===== config.mk =====
export PLATFORM = sky130hd
export DESIGN_NAME = mvm_csr_slave
export DESIGN_NICKNAME = d
export VERILOG_FILES = /design/src/rtl/mvm_csr_pkg.sv /design/src/rtl/mvm_csr_slave.sv
export SDC_FILE = /design/constraint.sdc
export NUM_CORES = 1
export LEC_CHECK = 0
export BUFFER_PORTS_ARGS = -buffer_cell sky130_fd_sc_hd__buf_2
export CORE_ASPECT_RATIO = 1.25
export CORE_MARGIN = 4
export CORE_UTILIZATION = 40
export CTS_CLUSTER_DIAMETER = 80
export CTS_CLUSTER_SIZE = 25
export DETAILED_ROUTE_END_ITERATION = 10
export PLACE_DENSITY = 0.64
export SYNTH_ARGS = -nofsm -noshare
export SYNTH_HDL_FRONTEND = slang
export SYNTH_SLANG_ARGS = --single-unit

===== constraint.sdc =====
create_clock -name clk -period 5 [get_ports clk]
set_input_delay 0.25 -clock clk [delete_from_list [all_inputs] [get_ports clk]]
set_output_delay 0.25 -clock clk [all_outputs]
set_load 0.05 [all_outputs]

===== src/rtl/mvm_csr_pkg.sv =====
// mvm_csr_pkg
//   Shared definitions for the MVM CSR slave and anything that drives it:
//   register byte offsets, AXI response codes, the ID constant, config
//   register indices, FSM state types and small decode/merge helpers.
package mvm_csr_pkg;

  // Register byte offsets (address bits [1:0] are ignored by the slave)
  localparam logic [31:0] OFF_CTRL                = 32'h00;
  localparam logic [31:0] OFF_STATUS              = 32'h04;
  localparam logic [31:0] OFF_DAT_IN_BASE         = 32'h08;
  localparam logic [31:0] OFF_DAT_IN_HEAD_STRIDE  = 32'h0C;
  localparam logic [31:0] OFF_DAT_IN_LINE_STRIDE  = 32'h10;
  localparam logic [31:0] OFF_WT_BASE             = 32'h14;
  localparam logic [31:0] OFF_DAT_OUT_BASE        = 32'h18;
  localparam logic [31:0] OFF_DAT_OUT_HEAD_STRIDE = 32'h1C;
  localparam logic [31:0] OFF_DAT_OUT_LINE_STRIDE = 32'h20;
  localparam logic [31:0] OFF_ID                  = 32'h24;

  localparam logic [1:0]  RESP_OKAY   = 2'b00;
  localparam logic [1:0]  RESP_SLVERR = 2'b10;

  localparam logic [31:0] MVM_ID = 32'h4D56_4D31;

  // Config register file, indexed from OFF_DAT_IN_BASE in word steps
  localparam int unsigned NUM_CFG                 = 7;
  localparam int unsigned CFG_DAT_IN_BASE         = 0;
  localparam int unsigned CFG_DAT_IN_HEAD_STRIDE  = 1;
  localparam int unsigned CFG_DAT_IN_LINE_STRIDE  = 2;
  localparam int unsigned CFG_WT_BASE             = 3;
  localparam int unsigned CFG_DAT_OUT_BASE        = 4;
  localparam int unsigned CFG_DAT_OUT_HEAD_STRIDE = 5;
  localparam int unsigned CFG_DAT_OUT_LINE_STRIDE = 6;

  typedef enum logic [1:0] {
    WR_IDLE,
    WR_HAVE_AW,
    WR_HAVE_W,
    WR_RESP
  } wr_state_e;

  typedef enum logic {
    RD_IDLE,
    RD_RESP
  } rd_state_e;

  typedef enum logic [2:0] {
    SEL_CTRL,
    SEL_STATUS,
    SEL_CFG,
    SEL_ID,
    SEL_NONE
  } reg_sel_e;

  typedef struct packed {
    reg_sel_e   sel;
    logic [2:0] cfg_idx;
  } reg_dec_t;

  // Classify a byte offset; cfg_idx is only meaningful for SEL_CFG
  function automatic reg_dec_t decode_offset(input logic [31:0] off);
    reg_dec_t    dec;
    logic [31:0] off_al;
    off_al      = off & ~32'h3;
    dec.sel     = SEL_NONE;
    dec.cfg_idx = '0;
    if (off_al == OFF_CTRL) begin
      dec.sel = SEL_CTRL;
    end else if (off_al == OFF_STATUS) begin
      dec.sel = SEL_STATUS;
    end else if (off_al >= OFF_DAT_IN_BASE && off_al <= OFF_DAT_OUT_LINE_STRIDE) begin
      dec.sel     = SEL_CFG;
      dec.cfg_idx = 3'((off_al - OFF_DAT_IN_BASE) >> 2);
    end else if (off_al == OFF_ID) begin
      dec.sel = SEL_ID;
    end
    return dec;
  endfunction

  // Byte-lane merge: lanes with strb clear keep their old contents
  function automatic logic [31:0] apply_wstrb(input logic [31:0] old_val,
                                              input logic [31:0] new_val,
                                              input logic [3:0]  strb);
    logic [31:0] merged;
    merged = old_val;
    for (int unsigned i = 0; i < 4; i++) begin
      if (strb[i]) merged[8*i +: 8] = new_val[8*i +: 8];
    end
    return merged;
  endfunction

endpackage


===== src/rtl/mvm_csr_slave.sv =====
// mvm_csr_slave
//   AXI4-Lite control/status slave for the MVM engine. Holds the engine
//   configuration registers, issues a one-cycle start pulse and tracks
//   busy/done status.
//
//   Ports
//     clk, rst                 single clock, synchronous active-high reset
//     aw*/w*/b*                AXI4-Lite write address/data/response
//     ar*/r*                   AXI4-Lite read address/data
//     start_o                  one-cycle engine start pulse
//     done_i                   one-cycle engine completion pulse
//     cfg_*_o                  config register contents (registered)
module mvm_csr_slave
  import mvm_csr_pkg::*;
#(
  parameter int unsigned ADDR_W = 8,
  parameter int unsigned DATA_W = 32
) (
  input  logic              clk,
  input  logic              rst,

  input  logic              awvalid,
  output logic              awready,
  input  logic [ADDR_W-1:0] awaddr,
  input  logic              wvalid,
  output logic              wready,
  input  logic [DATA_W-1:0] wdata,
  input  logic [3:0]        wstrb,
  output logic              bvalid,
  input  logic              bready,
  output logic [1:0]        bresp,

  input  logic              arvalid,
  output logic              arready,
  input  logic [ADDR_W-1:0] araddr,
  output logic              rvalid,
  input  logic              rready,
  output logic [DATA_W-1:0] rdata,
  output logic [1:0]        rresp,

  output logic              start_o,
  input  logic              done_i,
  output logic [31:0]       cfg_dat_in_base_o,
  output logic [31:0]       cfg_dat_in_head_stride_o,
  output logic [31:0]       cfg_dat_in_line_stride_o,
  output logic [31:0]       cfg_wt_base_o,
  output logic [31:0]       cfg_dat_out_base_o,
  output logic [31:0]       cfg_dat_out_head_stride_o,
  output logic [31:0]       cfg_dat_out_line_stride_o
);

  wr_state_e wr_state, wr_state_nxt;
  rd_state_e rd_state, rd_state_nxt;

  // Holds the readies low for the reset cycle itself
  logic ready_en;

  logic [ADDR_W-1:0] aw_addr_q;
  logic [31:0]       w_data_q;
  logic [3:0]        w_strb_q;

  logic [31:0] cfg_q [NUM_CFG];
  logic        busy_q;
  logic        done_q;

  logic aw_hs, w_hs, ar_hs;
  logic wr_commit;

  logic [ADDR_W-1:0] aw_addr_eff;
  logic [31:0]       w_data_eff;
  logic [3:0]        w_strb_eff;
  logic [31:0]       w_off, r_off;
  reg_dec_t          wr_dec, rd_dec;

  logic [1:0]  wr_resp;
  logic        start_acc;
  logic        cfg_we;
  logic [31:0] rd_data_nxt;
  logic [1:0]  rd_resp_nxt;
  logic        status_clr;

  assign awready = ready_en && (wr_state == WR_IDLE || wr_state == WR_HAVE_W);
  assign wready  = ready_en && (wr_state == WR_IDLE || wr_state == WR_HAVE_AW);
  assign bvalid  = (wr_state == WR_RESP);
  assign arready = ready_en && (rd_state == RD_IDLE);
  assign rvalid  = (rd_state == RD_RESP);

  assign aw_hs = awvalid && awready;
  assign w_hs  = wvalid && wready;
  assign ar_hs = arvalid && arready;

  // The write commits on the edge where the second of AW/W is taken, so the
  // beat arriving now is used directly and the earlier one comes from the
  // holding register.
  assign aw_addr_eff = aw_hs ? awaddr : aw_addr_q;
  assign w_data_eff  = w_hs ? wdata[31:0] : w_data_q;
  assign w_strb_eff  = w_hs ? wstrb : w_strb_q;

  always_comb begin
    w_off = '0;
    w_off[ADDR_W-1:0] = aw_addr_eff;
    r_off = '0;
    r_off[ADDR_W-1:0] = araddr;
  end

  // State registers
  always_ff @(posedge clk) begin
    if (rst) begin
      wr_state <= WR_IDLE;
      rd_state <= RD_IDLE;
      ready_en <= 1'b0;
    end else begin
      wr_state <= wr_state_nxt;
      rd_state <= rd_state_nxt;
      ready_en <= 1'b1;
    end
  end

  // Write FSM next state
  always_comb begin
    wr_state_nxt = wr_state;
    wr_commit    = 1'b0;
    case (wr_state)
      WR_IDLE: begin
        if (aw_hs && w_hs) begin
          wr_state_nxt = WR_RESP;
          wr_commit    = 1'b1;
        end else if (aw_hs) begin
          wr_state_nxt = WR_HAVE_AW;
        end else if (w_hs) begin
          wr_state_nxt = WR_HAVE_W;
        end
      end
      WR_HAVE_AW: begin
        if (w_hs) begin
          wr_state_nxt = WR_RESP;
          wr_commit    = 1'b1;
        end
      end
      WR_HAVE_W: begin
        if (aw_hs) begin
          wr_state_nxt = WR_RESP;
          wr_commit    = 1'b1;
        end
      end
      WR_RESP: begin
        if (bready) wr_state_nxt = WR_IDLE;
      end
      default: wr_state_nxt = WR_IDLE;
    endcase
  end

  // Read FSM next state
  always_comb begin
    rd_state_nxt = rd_state;
    case (rd_state)
      RD_IDLE: if (ar_hs) rd_state_nxt = RD_RESP;
      RD_RESP: if (rready) rd_state_nxt = RD_IDLE;
      default: rd_state_nxt = RD_IDLE;
    endcase
  end

  // Write decode: response code and side effects of the committing write
  always_comb begin
    wr_dec    = decode_offset(w_off);
    wr_resp   = RESP_SLVERR;
    start_acc = 1'b0;
    cfg_we    = 1'b0;
    case (wr_dec.sel)
      SEL_CTRL: begin
        wr_resp   = RESP_OKAY;
        start_acc = wr_commit && w_strb_eff[0] && w_data_eff[0] && !busy_q;
      end
      SEL_CFG: begin
        if (!busy_q) begin
          wr_resp = RESP_OKAY;
          cfg_we  = wr_commit;
        end
      end
      default: ;
    endcase
  end

  // Read decode
  always_comb begin
    rd_dec      = decode_offset(r_off);
    rd_data_nxt = '0;
    rd_resp_nxt = RESP_OKAY;
    case (rd_dec.sel)
      SEL_CTRL:   rd_data_nxt = '0;
      SEL_STATUS: rd_data_nxt = {30'd0, done_q, busy_q};
      SEL_CFG: begin
        for (int unsigned i = 0; i < NUM_CFG; i++) begin
          if (rd_dec.cfg_idx == 3'(i)) rd_data_nxt = cfg_q[i];
        end
      end
      SEL_ID:     rd_data_nxt = MVM_ID;
      default:    rd_resp_nxt = RESP_SLVERR;
    endcase
  end

  assign status_clr = ar_hs && (rd_dec.sel == SEL_STATUS);

  // Datapath and status
  always_ff @(posedge clk) begin
    if (rst) begin
      aw_addr_q <= '0;
      w_data_q  <= '0;
      w_strb_q  <= '0;
      bresp     <= RESP_OKAY;
      rdata     <= '0;
      rresp     <= RESP_OKAY;
      start_o   <= 1'b0;
      busy_q    <= 1'b0;
      done_q    <= 1'b0;
      for (int unsigned i = 0; i < NUM_CFG; i++) cfg_q[i] <= '0;
    end else begin
      if (aw_hs) aw_addr_q <= awaddr;
      if (w_hs) begin
        w_data_q <= wdata[31:0];
        w_strb_q <= wstrb;
      end
      if (wr_commit) bresp <= wr_resp;
      start_o <= start_acc;

      for (int unsigned i = 0; i < NUM_CFG; i++) begin
        if (cfg_we && wr_dec.cfg_idx == 3'(i))
          cfg_q[i] <= apply_wstrb(cfg_q[i], w_data_eff, w_strb_eff);
      end

      // Sampled before this edge's write lands, so a same-cycle write is not seen
      if (ar_hs) begin
        rdata <= DATA_W'(rd_data_nxt);
        rresp <= rd_resp_nxt;
      end

      // A fresh start outranks completion; a fresh done outranks the read clear
      if (start_acc)   busy_q <= 1'b1;
      else if (done_i) busy_q <= 1'b0;

      if (done_i)          done_q <= 1'b1;
      else if (status_clr) done_q <= 1'b0;
    end
  end

  assign cfg_dat_in_base_o         = cfg_q[CFG_DAT_IN_BASE];
  assign cfg_dat_in_head_stride_o  = cfg_q[CFG_DAT_IN_HEAD_STRIDE];
  assign cfg_dat_in_line_stride_o  = cfg_q[CFG_DAT_IN_LINE_STRIDE];
  assign cfg_wt_base_o             = cfg_q[CFG_WT_BASE];
  assign cfg_dat_out_base_o        = cfg_q[CFG_DAT_OUT_BASE];
  assign cfg_dat_out_head_stride_o = cfg_q[CFG_DAT_OUT_HEAD_STRIDE];
  assign cfg_dat_out_line_stride_o = cfg_q[CFG_DAT_OUT_LINE_STRIDE];

endmodule


# Yosys cells after proc, flatten, opt, wreduce, memory -nomap -nowiden
# Memories as Yosys holds them, arrays and structs flattened.
# Cells that the tools add are included.
dict set report classes {
  n_eq_ne 27
  order_cmp 4
  mux 164
  n_addsub 2
  n_reduce_logical 34
  n_bitwise 8
}
# op count
set ops {}
lappend ops {{8-bit 2-to-1 mux} 85}
lappend ops {{32-bit 2-to-1 mux} 15}
lappend ops {{32-bit one-hot mux with 3 select lines} 1}
lappend ops {{32-bit zero test} 2}
lappend ops {{3-bit 2-to-1 mux} 14}
lappend ops {{1-bit 2-to-1 mux} 36}
lappend ops {{3-bit by 2-bit == test with 1-bit output, second input constant} 7}
lappend ops {{1-bit logical AND} 20}
lappend ops {{3-bit == test, second input constant} 6}
lappend ops {{8-bit by 4-bit greater-or-equal comparator with 1-bit output, second input constant} 2}
lappend ops {{8-bit by 6-bit <= comparator with 1-bit output, second input constant} 2}
lappend ops {{2-bit 2-to-1 mux} 8}
lappend ops {{6-bit by 1-bit == test with 1-bit output, second input constant} 2}
lappend ops {{6-bit by 4-bit == test with 1-bit output, second input constant} 2}
lappend ops {{3-bit zero test} 4}
lappend ops {{5-bit by 4-bit subtractor with 5-bit output, second input constant} 2}
lappend ops {{3-bit by 1-bit == test with 1-bit output, second input constant} 3}
lappend ops {{2-bit one-hot mux with 4 select lines} 1}
lappend ops {{1-bit bitwise OR} 7}
lappend ops {{2-bit == test, second input constant} 2}
lappend ops {{4-bit 2-to-1 mux} 1}
lappend ops {{2-bit != test, second input constant} 2}
lappend ops {{4-bit by 3-bit != test with 1-bit output, second input constant} 1}
lappend ops {{2-bit one-hot mux with 2 select lines} 1}
lappend ops {{other kinds (11)} 13}
dict set report word_totals {
  mem_bits_rw 224
  ff_bits 87
  memories 1
  wordCells 253
}
# memory depth width rd rd_ports_with_merged_regs wr line
set memory_table {}
lappend memory_table {cfg_q 7 32 7 0 7 mvm_csr_slave.sv:62} ;# logic [31:0] cfg_q [NUM_CFG];

# Longest topological paths before layout
dict set report depth {
  word_depth 17
  depth_mapped 13
  depth_no_buf 10
}

# Worst setup path after synthesis
# Ideal clock, no wire load.
dict set report synth_path {
  kind {reg2reg}
  start {register wr_state[0]}
  end {memory cfg_q[2][0], enable pin}
  slack_ns 1.035
  t_arrival_ns 3.581
  synth_period_minus_slack_ns 3.965
  stages_incl_launch_ff 13
  path_cell_list {dfxtp_1 > inv_1 > ha_1 > buf_6 > o211ai_2 > mux2i_1 > ha_1 > nand2b_1 > a2111o_1 > a2111oi_4 > buf_4 > nand3_1 > o21ai_0}
}
# item line
set synth_rtl {}
lappend synth_rtl {{from (decl)} mvm_csr_slave.sv:52} ;# wr_state_e wr_state, wr_state_nxt;
lappend synth_rtl {{from (signal assigned)} mvm_csr_slave.sv:113} ;# wr_state <= wr_state_nxt;
lappend synth_rtl {{to (decl)} mvm_csr_slave.sv:62}

==> results.rst <==
.. list-table::
   :header-rows: 1

   * - Metric
     - Value
   * - Main flop type after synthesis
     - sky130_fd_sc_hd__edfxtp_1
   * - CTS root buf
     - sky130_fd_sc_hd__clkbuf_16
   * - Nets
     - 1,691
   * - Type of the worst min-delay path
     - in -> reg
   * - Most common cell after layout, fill and taps aside
     - sky130_fd_sc_hd__buf_2
   * - Quantity of I/O buffers inserted on ports
     - 319
   * - Hold-fix buffers, CTS
     - 2
   * - Clock buffers created by TritonCTS
     - 16
   * - Worst hold slack after final layout
     - 16.3 ps
   * - Syn Inst Count
     - 1,336
   * - Critical path fanouts, max
     - 12
   * - Number of remaining DRC errors
     - 0
   * - Met3 track demand over resource in global routing
     - 5.82%
   * - Non-filler instance count after layout
     - 2,106
   * - Required time at the endpoint of the critical path
     - 5230 ps
   * - Remaining global-route overflow
     - 0
   * - Power density normalized to cell area
     - 339 mW/mm2
   * - Core Box Area
     - 0.0354 mm2
   * - Total standard cell area after synthesis
     - 0.0143 mm2
   * - CTS tree
     - yes
   * - Total via count after detailed routing
     - 12,700
   * - Peak-usage layer in the global routing report
     - met2
   * - Portion of total power attributed to the clock network
     - 25.8%
   * - Post-CTS clock slew at the launch and capture registers of the worst setup and hold paths
     - 110 ps
   * - Share of total power consumed by net switching
     - 33.4%
   * - Crit Path Class
     - reg -> reg
   * - Largest net degree at the start of global routing
     - 72
   * - Mean area per synthesized cell
     - 10.7 um2
   * - Final HPWL from detailed placement
     - 38,700 um
   * - Number of max-slew violations in the final report
     - 0
   * - Area leader, netlist
     - sky130_fd_sc_hd__edfxtp_1
   * - Routed WL per cell
     - 26.9 um
   * - Synthesized flop and latch total
     - 307
   * - Endpoints failing setup
     - 0
   * - Proportion of synthesized flip-flops having asynchronous set or reset
     - 0%
   * - Cell Count Post-Placement
     - 2,078
   * - Antenna Cells
     - 0
   * - Area share of the leading cell type in the synthesized netlist
     - 46.9%
   * - Leakage power of the design
     - 0.00708 uW
   * - Max Cap Viol
     - 0
   * - Final antenna-violating net count
     - 0
   * - Antenna violations before repair
     - 1
   * - Met2 Track Usage GR
     - 46.6%
   * - DRC violation total after the first TritonRoute iteration
     - 1,424
   * - Count of flip-flops with a built-in enable after synthesis
     - 224
   * - Routability-driven placement congestion ratio
     - 0.915
   * - Worst relative slew slack
     - 21.4%
   * - Top-level I/O count
     - 326
   * - Vert. Die Dim
     - 220 um
   * - Worst setup slack before clock tree synthesis
     - 714 ps
   * - Deepest level of the CTS H-tree
     - 1
   * - Kind of capture point of the worst setup path
     - register
   * - Largest clock skew in the final design
     - 37.3 ps
   * - Syn. warnings
     - 0
   * - Post-cts gate resize count
     - 0
   * - Share of power burned in combinational logic
     - 23.3%
   * - Worst slew pin tran
     - 1180 ps
   * - Unrepaired setup endpoints after global routing
     - no
   * - Final critical path time including I/O delays and setup
     - 4330 ps
   * - Highest clock frequency the design can meet
     - 231 MHz
   * - Num rows
     - 77
   * - Initial Utilization
     - 40.5%
   * - Die area
     - 0.0389 mm2
   * - Met1 track utilization from global routing
     - 34.1%
   * - Seq/Total Area, Yosys
     - 58.5%
   * - Synthesis-to-layout area growth
     - 19.2%
   * - Switching power of the nets
     - 1930 uW
   * - Crit path arrival time
     - 4560 ps
   * - Final Hold Fails
     - 0
   * - Die width
     - 177 um
   * - Ranking of synthesized cells by area
     - sky130_fd_sc_hd__edfxtp_1 47%, sky130_fd_sc_hd__dfxtp_1 12%, sky130_fd_sc_hd__nor2_1 6.5%
   * - Total Wirelength
     - 56,700 um
   * - Insertion delay to the later sink of the worst-skew pair
     - 530 ps
   * - Detail-routed via count per cell
     - 6.03
   * - Status
     - complete, no violations
   * - Period Utilization, post-route
     - 86.6%
   * - Maximum buffer depth of the clock tree
     - 3
   * - Total global routing track utilization
     - 27.6%
   * - Fraction of layout cells with a size suffix above 1
     - 27.1%
   * - Wire length of the first global-routing pass
     - 79,400 um
   * - Number of different library cells in the post-synthesis netlist
     - 59
   * - Final setup margin
     - 669 ps
   * - Total internal power
     - 3850 uW
   * - Maximum resistive drop on vdd
     - 0.000200 V
   * - Number of detailed-route iterations in the first pass
     - 6
   * - Highest-count cells in the layout ignoring fill and taps
     - 319 x sky130_fd_sc_hd__buf_2, 248 x sky130_fd_sc_hd__nor2_1, 224 x sky130_fd_sc_hd__edfxtp_1
   * - CP Launch Type
     - register
   * - Fill cell count
     - 3,353
   * - Clock sink count
     - 307
   * - Via count of the first global-routing pass
     - 12,200
   * - Post CTS Setup Buffer Count
     - 0
   * - Fraction of power consumed by sequential logic
     - 50.9%
   * - Sum of negative setup slack
     - 0 ps
[cell families (layout without fill, tap and decap cells)]
| logic type | count (synthesis) | count (layout) | synth area share, % |
|---|---|---|---|
| flip-flops | 307 | 307 | 58.5 |
| multiplexers | 45 | 45 | 3.17 |
| other | 1 | 2 | 0.0262 |
| adder cells (fa/ha/maj) | 7 | 7 | 0.611 |
| buffers and inverters | 134 | 429 | 4.09 |
| AO/OA/AOI/OAI | 332 | 332 | 16.8 |
| AND/OR/NAND/NOR | 510 | 510 | 16.8 |
[sequential cells by signal, indices dropped and copies added (netlist names), 2 cells and up]
| signal | count |
|---|---|
| rdata | 32 |
| w_data_q | 32 |
| aw_addr_q | 6 |
| wr_state | 2 |
| w_strb_q | 4 |
| cfg_q | 224 |
[worst paths after layout]
check	start	end	slack, ps	cells after the start
setup reg to reg	wr_state[0]$_SDFFE_PP0P_	cfg_q[3][26]$_SDFFCE_PN0P_	670	12
setup / recovery	wr_state[0]$_SDFFE_PP0P_	cfg_q[3][26]$_SDFFCE_PN0P_	670	12
hold / removal	done_i	done_q$_SDFFE_PP0P_	20	3
hold reg to reg	aw_addr_q[6]$_SDFF_PP0_	aw_addr_q[6]$_SDFF_PP0_	470	2
[cells in the mapped netlist, drive strengths merged (16+ instances only)]
cell type and instances:
clkbuf 80, edfxtp 224, o21ai 63, nor2 250, and3 21, and2 29, a21o 30, mux2i 42
a2bb2oi 17, nand3 53, nand2 50, a211oi 35, nor3 36, nand2b 24, dfxtp 83, inv 22
a21oi 30, a221oi 44, or2 19, buf 32, o211ai 16
[worst max-delay path, stage by stage (launching register included)]
cell and delay [ps]:
sky130_fd_sc_hd__dfxtp_1 370, sky130_fd_sc_hd__inv_1 100, sky130_fd_sc_hd__ha_1 300, sky130_fd_sc_hd__o211ai_2 490, sky130_fd_sc_hd__mux2i_1 310, sky130_fd_sc_hd__ha_1 220, sky130_fd_sc_hd__nand2b_1 60, sky130_fd_sc_hd__a2111o_1 460
sky130_fd_sc_hd__a2111oi_4 350, sky130_fd_sc_hd__buf_4 270, sky130_fd_sc_hd__nand3_1 330, sky130_fd_sc_hd__o21ai_0 540, sky130_fd_sc_hd__buf_4 260
[metal layers]
metal,part of all wire (%),vias to the layer above
met1,36,6210
met3,11,162
met4,4.9,2
met5,0.023,-
li1,-,5496
met2,48,836
[power by group through the flow]
stage / Sequential, uW / Combinational [uW] / Clock, uW
final: 2950 / 1350 / 1490
after global routing: 2960 / 1430 / 1580
after CTS: 2940 / 1340 / 1490
after detailed placement: 3000 / 1330 / 0
after global placement: 3000 / 1310 / 0
after floorplan: 3270 / 659 / 0
[per-stage QoR]
stage | area [um2] | power [uW] | util (%)
2_1_floorplan | 14300 | 3930 | -
3_3_place_gp | 16600 | 4310 | 46.9
3_5_place_dp | 16600 | 4340 | 46.9
4_1_cts | 17100 | 5770 | 48.3
5_1_grt | 17100 | 5970 | 48.3
6_report | 17100 | 5780 | 48.3
[layout make-up]
type	count	area (um2)	area share [%]
sequential	307	8390	49.1
timing repair buffer	381	2090	12.3
clock inverter	2	17.5	0.103
multi-input combinational	896	5440	31.9
tap	474	593	3.47
inverter	22	82.6	0.484
clock buffer	24	462	2.70
No activity file was read; power rests on OpenSTA's default activity.
